==> config.mk <==
export PLATFORM = sky130hd
export DESIGN_NAME = muldiv_unit_flat
export DESIGN_NICKNAME = d
export VERILOG_FILES = /design/src/rtl/muldiv_unit_pkg.sv /design/src/rtl/muldiv_unit_if.sv /design/src/rtl/muldiv_unit.sv /design/src/flat_wrapper.sv
export SDC_FILE = /design/constraint.sdc
export NUM_CORES = 1
export LEC_CHECK = 0
export BUFFER_PORTS_ARGS = -buffer_cell sky130_fd_sc_hd__buf_2
export CAP_MARGIN = 10
export CORE_MARGIN = 2
export CORE_UTILIZATION = 30
export CTS_CLUSTER_DIAMETER = 60
export DETAILED_ROUTE_END_ITERATION = 6
export MAX_ROUTING_LAYER = met4
export SYNTH_ARGS = -nofsm -noshare
export SYNTH_HDL_FRONTEND = slang
export SYNTH_SLANG_ARGS = --single-unit
export TNS_END_PERCENT = 20
==> constraint.sdc <==
create_clock -name clk -period 4.3 [get_ports clk]
set_input_delay 0.645 -clock clk [delete_from_list [all_inputs] [get_ports clk]]
set_output_delay 0.645 -clock clk [all_outputs]
set_load 0.05 [all_outputs]
==> src/rtl/muldiv_unit_pkg.sv <==
// Shared CPU definitions for the RV32M multiply/divide unit:
// operation encoding and the special-case divide results.
package muldiv_unit_pkg;

    typedef enum logic [2:0] {
        MUL    = 3'd0,
        MULH   = 3'd1,
        MULHSU = 3'd2,
        MULHU  = 3'd3,
        DIV    = 3'd4,
        DIVU   = 3'd5,
        REM    = 3'd6,
        REMU   = 3'd7
    } muldiv_op_t;

    localparam logic [31:0] DIV0_QUOT = 32'hFFFF_FFFF;
    localparam logic [31:0] INT_MIN   = 32'h8000_0000;

endpackage

==> src/rtl/muldiv_unit_if.sv <==
// Execute-stage handshake between the pipeline (master) and the
// multiply/divide unit (slave).
interface muldiv_unit_if #(
    parameter int XLEN = 32
);
    import muldiv_unit_pkg::*;

    logic            start;
    muldiv_op_t      op;
    logic [XLEN-1:0] A;
    logic [XLEN-1:0] B;
    logic            flush;
    logic            busy;
    logic            done;
    logic [XLEN-1:0] result;

    modport master (output start, op, A, B, flush, input busy, done, result);
    modport slave  (input start, op, A, B, flush, output busy, done, result);

endinterface

==> src/rtl/muldiv_unit.sv <==
// Iterative RV32M multiply/divide: radix-2 shift-add multiply and restoring
// divide on operand magnitudes, 32 cycles per op, sign fix-up afterwards.
module muldiv_unit
    import muldiv_unit_pkg::*;
#(
    parameter int XLEN = 32
) (
    input  logic         clk,
    input  logic         rst,
    muldiv_unit_if.slave bus
);

    localparam int CW = $clog2(XLEN);

    typedef enum logic [1:0] {IDLE, CALC, FIX, DONE} state_t;

    state_t            state;
    muldiv_op_t        op_q;
    logic              neg_res;
    logic              neg_rem;
    logic [CW-1:0]     count;
    logic [2*XLEN-1:0] acc;
    logic [XLEN-1:0]   opnd;

    logic              accept;
    logic              is_div;
    logic              sign_a;
    logic              sign_b;
    logic              div_zero;
    logic              div_ovf;
    logic [XLEN-1:0]   mag_a;
    logic [XLEN-1:0]   mag_b;
    logic [XLEN-1:0]   special_val;
    logic [XLEN:0]     rem_sh;
    logic [XLEN-1:0]   diff;
    logic [XLEN:0]     sum;
    logic [2*XLEN-1:0] acc_step;
    logic [2*XLEN-1:0] prod;
    logic [XLEN-1:0]   quot;
    logic [XLEN-1:0]   rem;
    logic [XLEN-1:0]   fix_val;

    // Launch decode: signs, magnitudes and the no-iteration special cases.
    always_comb begin
        accept   = (state == IDLE || state == DONE) && bus.start && !bus.flush;
        is_div   = bus.op[2];
        sign_a   = bus.A[XLEN-1] && (bus.op inside {MUL, MULH, MULHSU, DIV, REM});
        sign_b   = bus.B[XLEN-1] && (bus.op inside {MUL, MULH, DIV, REM});
        mag_a    = sign_a ? -bus.A : bus.A;
        mag_b    = sign_b ? -bus.B : bus.B;
        div_zero = is_div && (bus.B == '0);
        div_ovf  = (bus.op inside {DIV, REM}) && (bus.A == INT_MIN) && (bus.B == '1);
        // op[1] separates REM/REMU from DIV/DIVU
        if (div_zero) special_val = bus.op[1] ? bus.A : DIV0_QUOT;
        else          special_val = bus.op[1] ? '0    : INT_MIN;
    end

    // One iteration of the shared datapath; the low half of acc holds the
    // multiplier (shifted out) or the dividend/quotient (shifted through).
    always_comb begin
        rem_sh = acc[2*XLEN-1:XLEN-1];
        diff   = rem_sh[XLEN-1:0] - opnd;
        sum    = {1'b0, acc[2*XLEN-1:XLEN]} + (acc[0] ? {1'b0, opnd} : '0);
        if (op_q[2]) begin
            if (rem_sh >= {1'b0, opnd}) acc_step = {diff, acc[XLEN-2:0], 1'b1};
            else                        acc_step = {acc[2*XLEN-2:0], 1'b0};
        end else begin
            acc_step = {sum, acc[XLEN-1:1]};
        end
    end

    always_comb begin
        prod = neg_res ? -acc : acc;
        quot = neg_res ? -acc[XLEN-1:0] : acc[XLEN-1:0];
        rem  = neg_rem ? -acc[2*XLEN-1:XLEN] : acc[2*XLEN-1:XLEN];
        case (op_q)
            MUL:                 fix_val = prod[XLEN-1:0];
            MULH, MULHSU, MULHU: fix_val = prod[2*XLEN-1:XLEN];
            DIV, DIVU:           fix_val = quot;
            default:             fix_val = rem;
        endcase
    end

    // NOTE: all state here uses non-blocking assignments so every register
    // samples the pre-edge values; blocking would chain updates within a cycle.
    always_ff @(posedge clk or posedge rst) begin
        if (rst) begin
            state      <= IDLE;
            op_q       <= MUL;
            neg_res    <= 1'b0;
            neg_rem    <= 1'b0;
            count      <= '0;
            acc        <= '0;
            opnd       <= '0;
            bus.busy   <= 1'b0;
            bus.done   <= 1'b0;
            bus.result <= '0;
        end else if (bus.flush) begin
            state    <= IDLE;
            bus.busy <= 1'b0;
            bus.done <= 1'b0;
        end else begin
            bus.done <= 1'b0;
            case (state)
                IDLE, DONE: begin
                    if (accept) begin
                        op_q    <= bus.op;
                        neg_res <= sign_a ^ sign_b;
                        neg_rem <= sign_a;
                        if (div_zero || div_ovf) begin
                            state      <= DONE;
                            bus.done   <= 1'b1;
                            bus.result <= special_val;
                        end else begin
                            state    <= CALC;
                            bus.busy <= 1'b1;
                            count    <= CW'(XLEN - 1);
                            acc      <= {{XLEN{1'b0}}, (is_div ? mag_a : mag_b)};
                            opnd     <= is_div ? mag_b : mag_a;
                        end
                    end else begin
                        state <= IDLE;
                    end
                end
                CALC: begin
                    acc <= acc_step;
                    if (count == '0) state <= FIX;
                    else             count <= count - 1'b1;
                end
                FIX: begin
                    state      <= DONE;
                    bus.busy   <= 1'b0;
                    bus.done   <= 1'b1;
                    bus.result <= fix_val;
                end
                default: state <= IDLE;
            endcase
        end
    end

endmodule

==> src/flat_wrapper.sv <==
// flat-port wrapper written by rule: the top's interface ports become plain ports
module muldiv_unit_flat import muldiv_unit_pkg::*;
#(
    parameter int XLEN = 32
)
  (clk, rst, bus_start, bus_op, bus_A, bus_B, bus_flush, bus_busy, bus_done, bus_result);
  muldiv_unit_if #(.XLEN(XLEN)) bus_i ();
  input  logic clk;
  input  logic rst;
  input wire logic [$bits(bus_i.start)-1:0] bus_start;
  input wire logic [$bits(bus_i.op)-1:0] bus_op;
  input wire logic [$bits(bus_i.A)-1:0] bus_A;
  input wire logic [$bits(bus_i.B)-1:0] bus_B;
  input wire logic [$bits(bus_i.flush)-1:0] bus_flush;
  output wire logic [$bits(bus_i.busy)-1:0] bus_busy;
  output wire logic [$bits(bus_i.done)-1:0] bus_done;
  output wire logic [$bits(bus_i.result)-1:0] bus_result;
  assign bus_i.start = bus_start;
  assign bus_i.op = bus_op;
  assign bus_i.A = bus_A;
  assign bus_i.B = bus_B;
  assign bus_i.flush = bus_flush;
  assign bus_busy = bus_i.busy;
  assign bus_done = bus_i.done;
  assign bus_result = bus_i.result;
  muldiv_unit #(.XLEN(XLEN)) u_core (.clk(clk), .rst(rst), .bus(bus_i));
endmodule
# Word level (Yosys, flattened, before mapping)
# Cells that the tools add are included.
# W data, S select, Z words.
[word_totals]
input_bits = 71
elab_cells = 110
out_inout_bits = 34
ff_bits = 142
[op_classes]
n_addsub = 8
muxes = 37
eq_ne = 21
n_reduce_logical = 30
n_bitwise = 3
magnitude_cmp = 1
[op_table]
columns = ["op", "count"]
rows = [
  ["$mux W32", 12],
  ["$mux W64", 5],
  ["$neg A32 Y32", 4],
  ["$pmux W64 S2", 1],
  ["$pmux W32 S3", 1],
  ["$eq A32 B32 Y1 const B", 2],
  ["$neg A64 Y64", 1],
  ["$pmux W32 S2", 1],
  ["$add A32 B33 Y33", 1],
  ["$ge A33 B32 Y1", 1],
  ["$logic_not A32 Y1", 1],
  ["$sub A32 B32 Y32", 1],
  ["$mux W5", 3],
  ["$eq A3 B3 Y1 const B", 4],
  ["$reduce_and A4 Y1", 3],
  ["$pmux W5 S2", 1],
  ["$eq A3 B2 Y1 const B", 3],
  ["$mux W2", 4],
  ["$logic_and A1 B1 Y1", 7],
  ["$eq A3 B1 Y1 const B", 2],
  ["$logic_not A3 Y1", 2],
  ["$mux W1", 6],
  ["$ne A3 B2 Y1 const B", 2],
  ["$pmux W2 S3", 1],
  ["other kinds (21)", 31],
]

# Longest topological paths before layout
[logic_depth]
word_depth = 9
ltp_mapped = 15
mapped_depth_nobuf = 14

# Worst setup path before layout
# OpenSTA, ideal clock, no wires.
[synth_timing]
path_type = "reg-to-reg"
from = "register u_core.acc[0]"
to = "register u_core.acc[63]"
path_buffers = 1
setup_ns = 0.132
synth_period_minus_slack_ns = 3.499
path_slack_ns = 0.801
required_time_ns = 4.168
arrival_time_ns = 3.366
stages_incl_launch_ff = 14
path_cell_list = "dfrtp_1 inv_1 clkbuf_1 nor2_1 ha_1 a2111oi_0 a2111oi_0 nor4_1 o21bai_1 a21oi_1 o21a_1 o21ai_0 a2111oi_0 o31ai_1"
[synth_between]
elab_chain_len = 4
[synth_lines]
columns = ["element", "line_no", "source"]
rows = [
  ["start: declaration", "muldiv_unit.sv:22", "logic [2*XLEN-1:0] acc;"],
  ["start signal: assignment", "muldiv_unit.sv:118", "acc <= {{XLEN{1'b0}}, (is_div ? mag_a : mag_b)};"],
  ["start signal: assignment", "muldiv_unit.sv:126", "acc <= acc_step;"],
  ["$mux W32", "muldiv_unit.sv:63", "sum = {1'b0, acc[2*XLEN-1:XLEN]} + (acc[0] ? {1'b0, opnd} : '0);"],
  ["$add A32 B33 Y33", "muldiv_unit.sv:63", ""],
  ["$mux W64", "muldiv_unit.sv:64", "if (op_q[2]) begin"],
  ["$pmux W64 S2", "muldiv_unit.sv:104", "case (state)"],
]
# No other way between the ends.
# A chain may end at the register's enable or synchronous reset.

# Worst setup path after layout
[layout_timing]
from = "register u_core.acc[0]"
to = "register u_core.acc[62]"
# The elaborated chain is that of the path after synthesis.

==> impl_metrics.yaml <==
clocking:
  cts-htree-levels: 4
  worst_skew_pair.late_latency_ps: 450
  cts_hold_repair.buffers: 0
  clkSinkCount: 142
  tritoncts.num_buffers: 17
  post_cts.resized_instances: 0
  cts.reportedPaths.clkPinSlew_ps: 70
  tritoncts_clock_tree: "built"
  cts_setup_buffers: 0
  cts.path.max_buffers: 2
  ctsRootBufferMaster: "sky130_fd_sc_hd__clkbuf_16"
sta:
  max_freq_mhz: 249.8
  final.setup.tns_ps: 0
  report.final.hold_viol_count: 0
  worst_slew_pin_slew_ps: 984.0
  setup_viol_count_final: 0
  fin_worst_hold_slack_ps: 171.2
  slew-limit-headroom_pct: 34.40
  timing.final.crit_share_pct: 93.08
  slew_violations: 0
  finalWorstPathRequiredPeriod_ps: 4003
  rsz0062_at_grt: "no"
  finClkSkew_ps: 11.67
global_route:
  grt_max_degree: 89
  grt-ovfl-total: 0
  first_global_vias: 14762
  grt_antenna_before_repair: 1
  groute.usage.overall_pct: 22.55
  grt_pass1_wl_um: 86410
cells_and_area:
  syn_to_final_growth_pct: 12.65
  final_net_count: 2200
  drive_above_1_share_pct: 12.24
  final_cell_area_um2: 16570
  post_layout_nonfiller_instances: 2690
  finish.utilization_pct: 34.06
critical_path:
  setup.worst_path.start_class: "register"
  critical_path.reg2reg.startpoint: "u_core.acc[0]"
  timing.critical_path.slowest_stage_cell: "sky130_fd_sc_hd__nor4_1"
  arrival_ps: 4320
  cp-end-kind: "register"
  worstPathCellList: "inv_1 > nor2_1 > ha_1 > o21ai_0 > nor4_1 > nor4b_1 > o21ai_0 > a31o_2 > nor2b_1 > a311oi_1 > or3_1 > xor2_1 > o21ai_1"
  critical_path.reg2reg.endpoint: "u_core.acc[62]"
  critPathKind: "reg -> reg"
  cp_slowest_stage_delay_ps: 490
  path_depth_of_the_worst_reg2reg_path: 13
  cpMostUsedCell: "sky130_fd_sc_hd__o21ai_0"
  crit_fanout: 9
  timing.critical_path.required_ps: 4620
  r2r_setup_slack_ps: 300
logic_synthesis:
  synthSimpleGateAreaFrac_pct: 20.71
  netlist_top_cells_area: "sky130_fd_sc_hd__dfrtp_1, sky130_fd_sc_hd__o21ai_0, sky130_fd_sc_hd__a21oi_1, sky130_fd_sc_hd__ha_1, sky130_fd_sc_hd__xor2_1"
  ys.warnings.count: 0
  synth_cells: 2018
  ys.flop_type: "sky130_fd_sc_hd__dfrtp_1"
  yosys.area_share.xor_xnor_pct: 11.31
  synth_area_um2: 14710
  synth.largest_area_cell: "sky130_fd_sc_hd__dfrtp_1"
  synth-async-reset-ratio_pct: 100.0
  combinational_family_with_the_most_area_after_synthesis: "compound AO/OA/AOI/OAI gates"
  muxShareOfSynthArea_pct: 2.909
  synth_cell_type_count: 76
  synthDominantCellAreaShare_pct: 24.16
  synth.avg_cell_area_um2: 7.288
  synth_edf_count: 0
  synth-adder-area-share_pct: 6.482
  synthesis.nets: 2164
  synth-seq-cells: 142
  ys_seq_area_share_pct: 24.16
  synth_compound_gate_area_share_pct: 28.68
die:
  full_die_area_um2: 50810
  rows: 81
  fp.dieW_um: 225.4
  initial_utilization_pct: 30.23
  core_area_um2: 48650
  design.portCount: 105
  die_height_um: 225.4
pwr:
  total_leakage_power_nw: 7.123
  powerDensity_nw_per_um2: 820.6
  max-vdd-ir-drop_mv: 0.4280
placed_design:
  final_weighted_congestion_in_routability_driven_placement: 0.9890
  portBuffers: 104
  placed_cell_count: 2657
  hpwl_after_detailed_placement_um: 43090
  placement.cell_area_um2: 15950
routing:
  detail-route-antenna-nets: 0
  drt-total-wl_um: 55730
  drc_errors: 0
  drtIter0Drc: 1638
  routed_wire_length_per_instance_um: 20.72
  drt_pass1_iterations: 5
  via_count: 15627
  vias_per_cell: 5.809
run_status:
  run_status: "complete, no violations"
min_path:
  min-delay-path-class: "in -> async"
run:
  drv_cap: 0
[layout by cell type (no fill, tap or decap), types with 12 or more instances in the layout]
cell type,synthesis,routed
sky130_fd_sc_hd__o31ai_1,30,30
sky130_fd_sc_hd__o41ai_1,12,12
sky130_fd_sc_hd__mux2_2,30,30
sky130_fd_sc_hd__o21ai_0,237,237
sky130_fd_sc_hd__or3_1,24,24
sky130_fd_sc_hd__nor4_1,15,15
sky130_fd_sc_hd__a31oi_1,15,14
sky130_fd_sc_hd__o21ai_1,16,16
sky130_fd_sc_hd__nand2b_1,17,16
sky130_fd_sc_hd__a21o_1,32,32
sky130_fd_sc_hd__xnor2_1,87,87
sky130_fd_sc_hd__nor2_1,193,193
sky130_fd_sc_hd__nand3_1,24,24
sky130_fd_sc_hd__ha_1,73,72
sky130_fd_sc_hd__buf_2,9,103
sky130_fd_sc_hd__o22ai_1,26,26
sky130_fd_sc_hd__a21oi_1,199,199
sky130_fd_sc_hd__xor2_1,103,103
sky130_fd_sc_hd__dfrtp_1,142,140
sky130_fd_sc_hd__clkbuf_16,0,17
sky130_fd_sc_hd__nand2_1,236,235
sky130_fd_sc_hd__nor3_1,29,28
sky130_fd_sc_hd__inv_1,79,78
sky130_fd_sc_hd__o21a_1,13,13
sky130_fd_sc_hd__a211oi_1,33,32
sky130_fd_sc_hd__or4_1,18,18
sky130_fd_sc_hd__buf_4,2,44
sky130_fd_sc_hd__o211ai_1,22,22
sky130_fd_sc_hd__nand4_1,26,26
[critical path: cells and delay by family (launching register included)]
| kind | cells | cell delay [ps] |
|---|---|---|
| adders and majority gates | 1 | 350 |
| and+or+nand+nor | 5 | 1420 |
| DFF | 1 | 460 |
| AOI/OAI and AO/OA | 5 | 1150 |
| xor gates and xnor gates | 1 | 160 |
| buffers and inverters | 1 | 320 |
[how the worst max path moves through the flow]
stage | cells after the start | start | slack (ps) | to
finish | 13 | u_core.acc[0] | 300 | u_core.acc[62]
global placement | 15 | u_core.acc[0] | 340 | u_core.acc[63]
detailed placement | 15 | u_core.acc[0] | 310 | u_core.acc[63]
CTS | 15 | u_core.acc[0] | 270 | u_core.acc[63]
global route | 15 | u_core.acc[0] | 70 | u_core.acc[63]
floorplan | 13 | u_core.acc[0] | 800 | u_core.acc[63]
[power by group]
| group | total (mW) | switching, mW | internal (mW) | leakage, nW |
|---|---|---|---|---|
| Combinational | 9.16 | 5.86 | 3.30 | 5.00 |
| Sequential | 2.84 | 0.957 | 1.88 | 1.82 |
| Clock | 1.59 | 0.750 | 0.839 | 0.300 |
| Total | 13.6 | 7.57 | 6.02 | 7.12 |
[flip-flops by register name, indices dropped and copies added (netlist names)]
name / count
u_core.bus.result: 32
u_core.state: 2
u_core.bus.busy: 1
u_core.count: 5
u_core.acc: 64
u_core.bus.done: 1
u_core.neg_res: 1
u_core.op_q: 3
u_core.opnd: 32
u_core.neg_rem: 1
[stage by stage]
step	total power, mW	setup WS [ps]
after floorplan	8.956	801.1
after global placement	11.72	337.0
after detailed placement	11.77	312.6
after CTS	13.42	265.4
after global routing	14.56	66.72
final	13.60	297.5
[cells in the mapped netlist, drive strengths merged, types with 22 or more instances]
cell	number
a211oi	33
a21o	32
a21oi	199
buf	22
clkbuf	114
dfrtp	142
ha	73
inv	79
mux2	30
nand2	236
nand3	24
nand4	26
nor2	194
nor3	29
o211ai	22
o21ai	254
o22ai	26
o31ai	31
or3	26
xnor2	87
xor2	103
[layout make-up]
| type | count | area, µm² |
|---|---|---|
| tap | 622 | 778.2 |
| inverter | 80 | 304.0 |
| clock buffer | 17 | 425.4 |
| antenna | 1 | 2.502 |
| timing repair buffer | 153 | 965.9 |
| fill | 5224 | 32080 |
| multi-input combinational | 1660 | 10350 |
| sequential | 142 | 3556 |
| clock inverter | 15 | 185.2 |
[layer usage]
| layer | global-route usage (%) | part of all wire [%] | up-vias |
|---|---|---|---|
| met4 | 6.708 | 2.9 | 0 |
| met3 | 3.312 | 8.6 | 80 |
| met2 | 34.63 | 44 | 744 |
| li1 | - | - | 7310 |
| met1 | 30.64 | 44 | 7493 |
| met5 | - | 0 | - |
[kinds of logic (layout without fill, tap and decap cells)]
group	count (synthesis)	count (layout)
compound gates	707	707
xor+xnor	190	190
fa+ha+maj	75	75
buf+inv	216	265
flops	142	142
mux	39	39
other cells	0	1
simple gates	649	649
(Power assumes the default switching activity.)
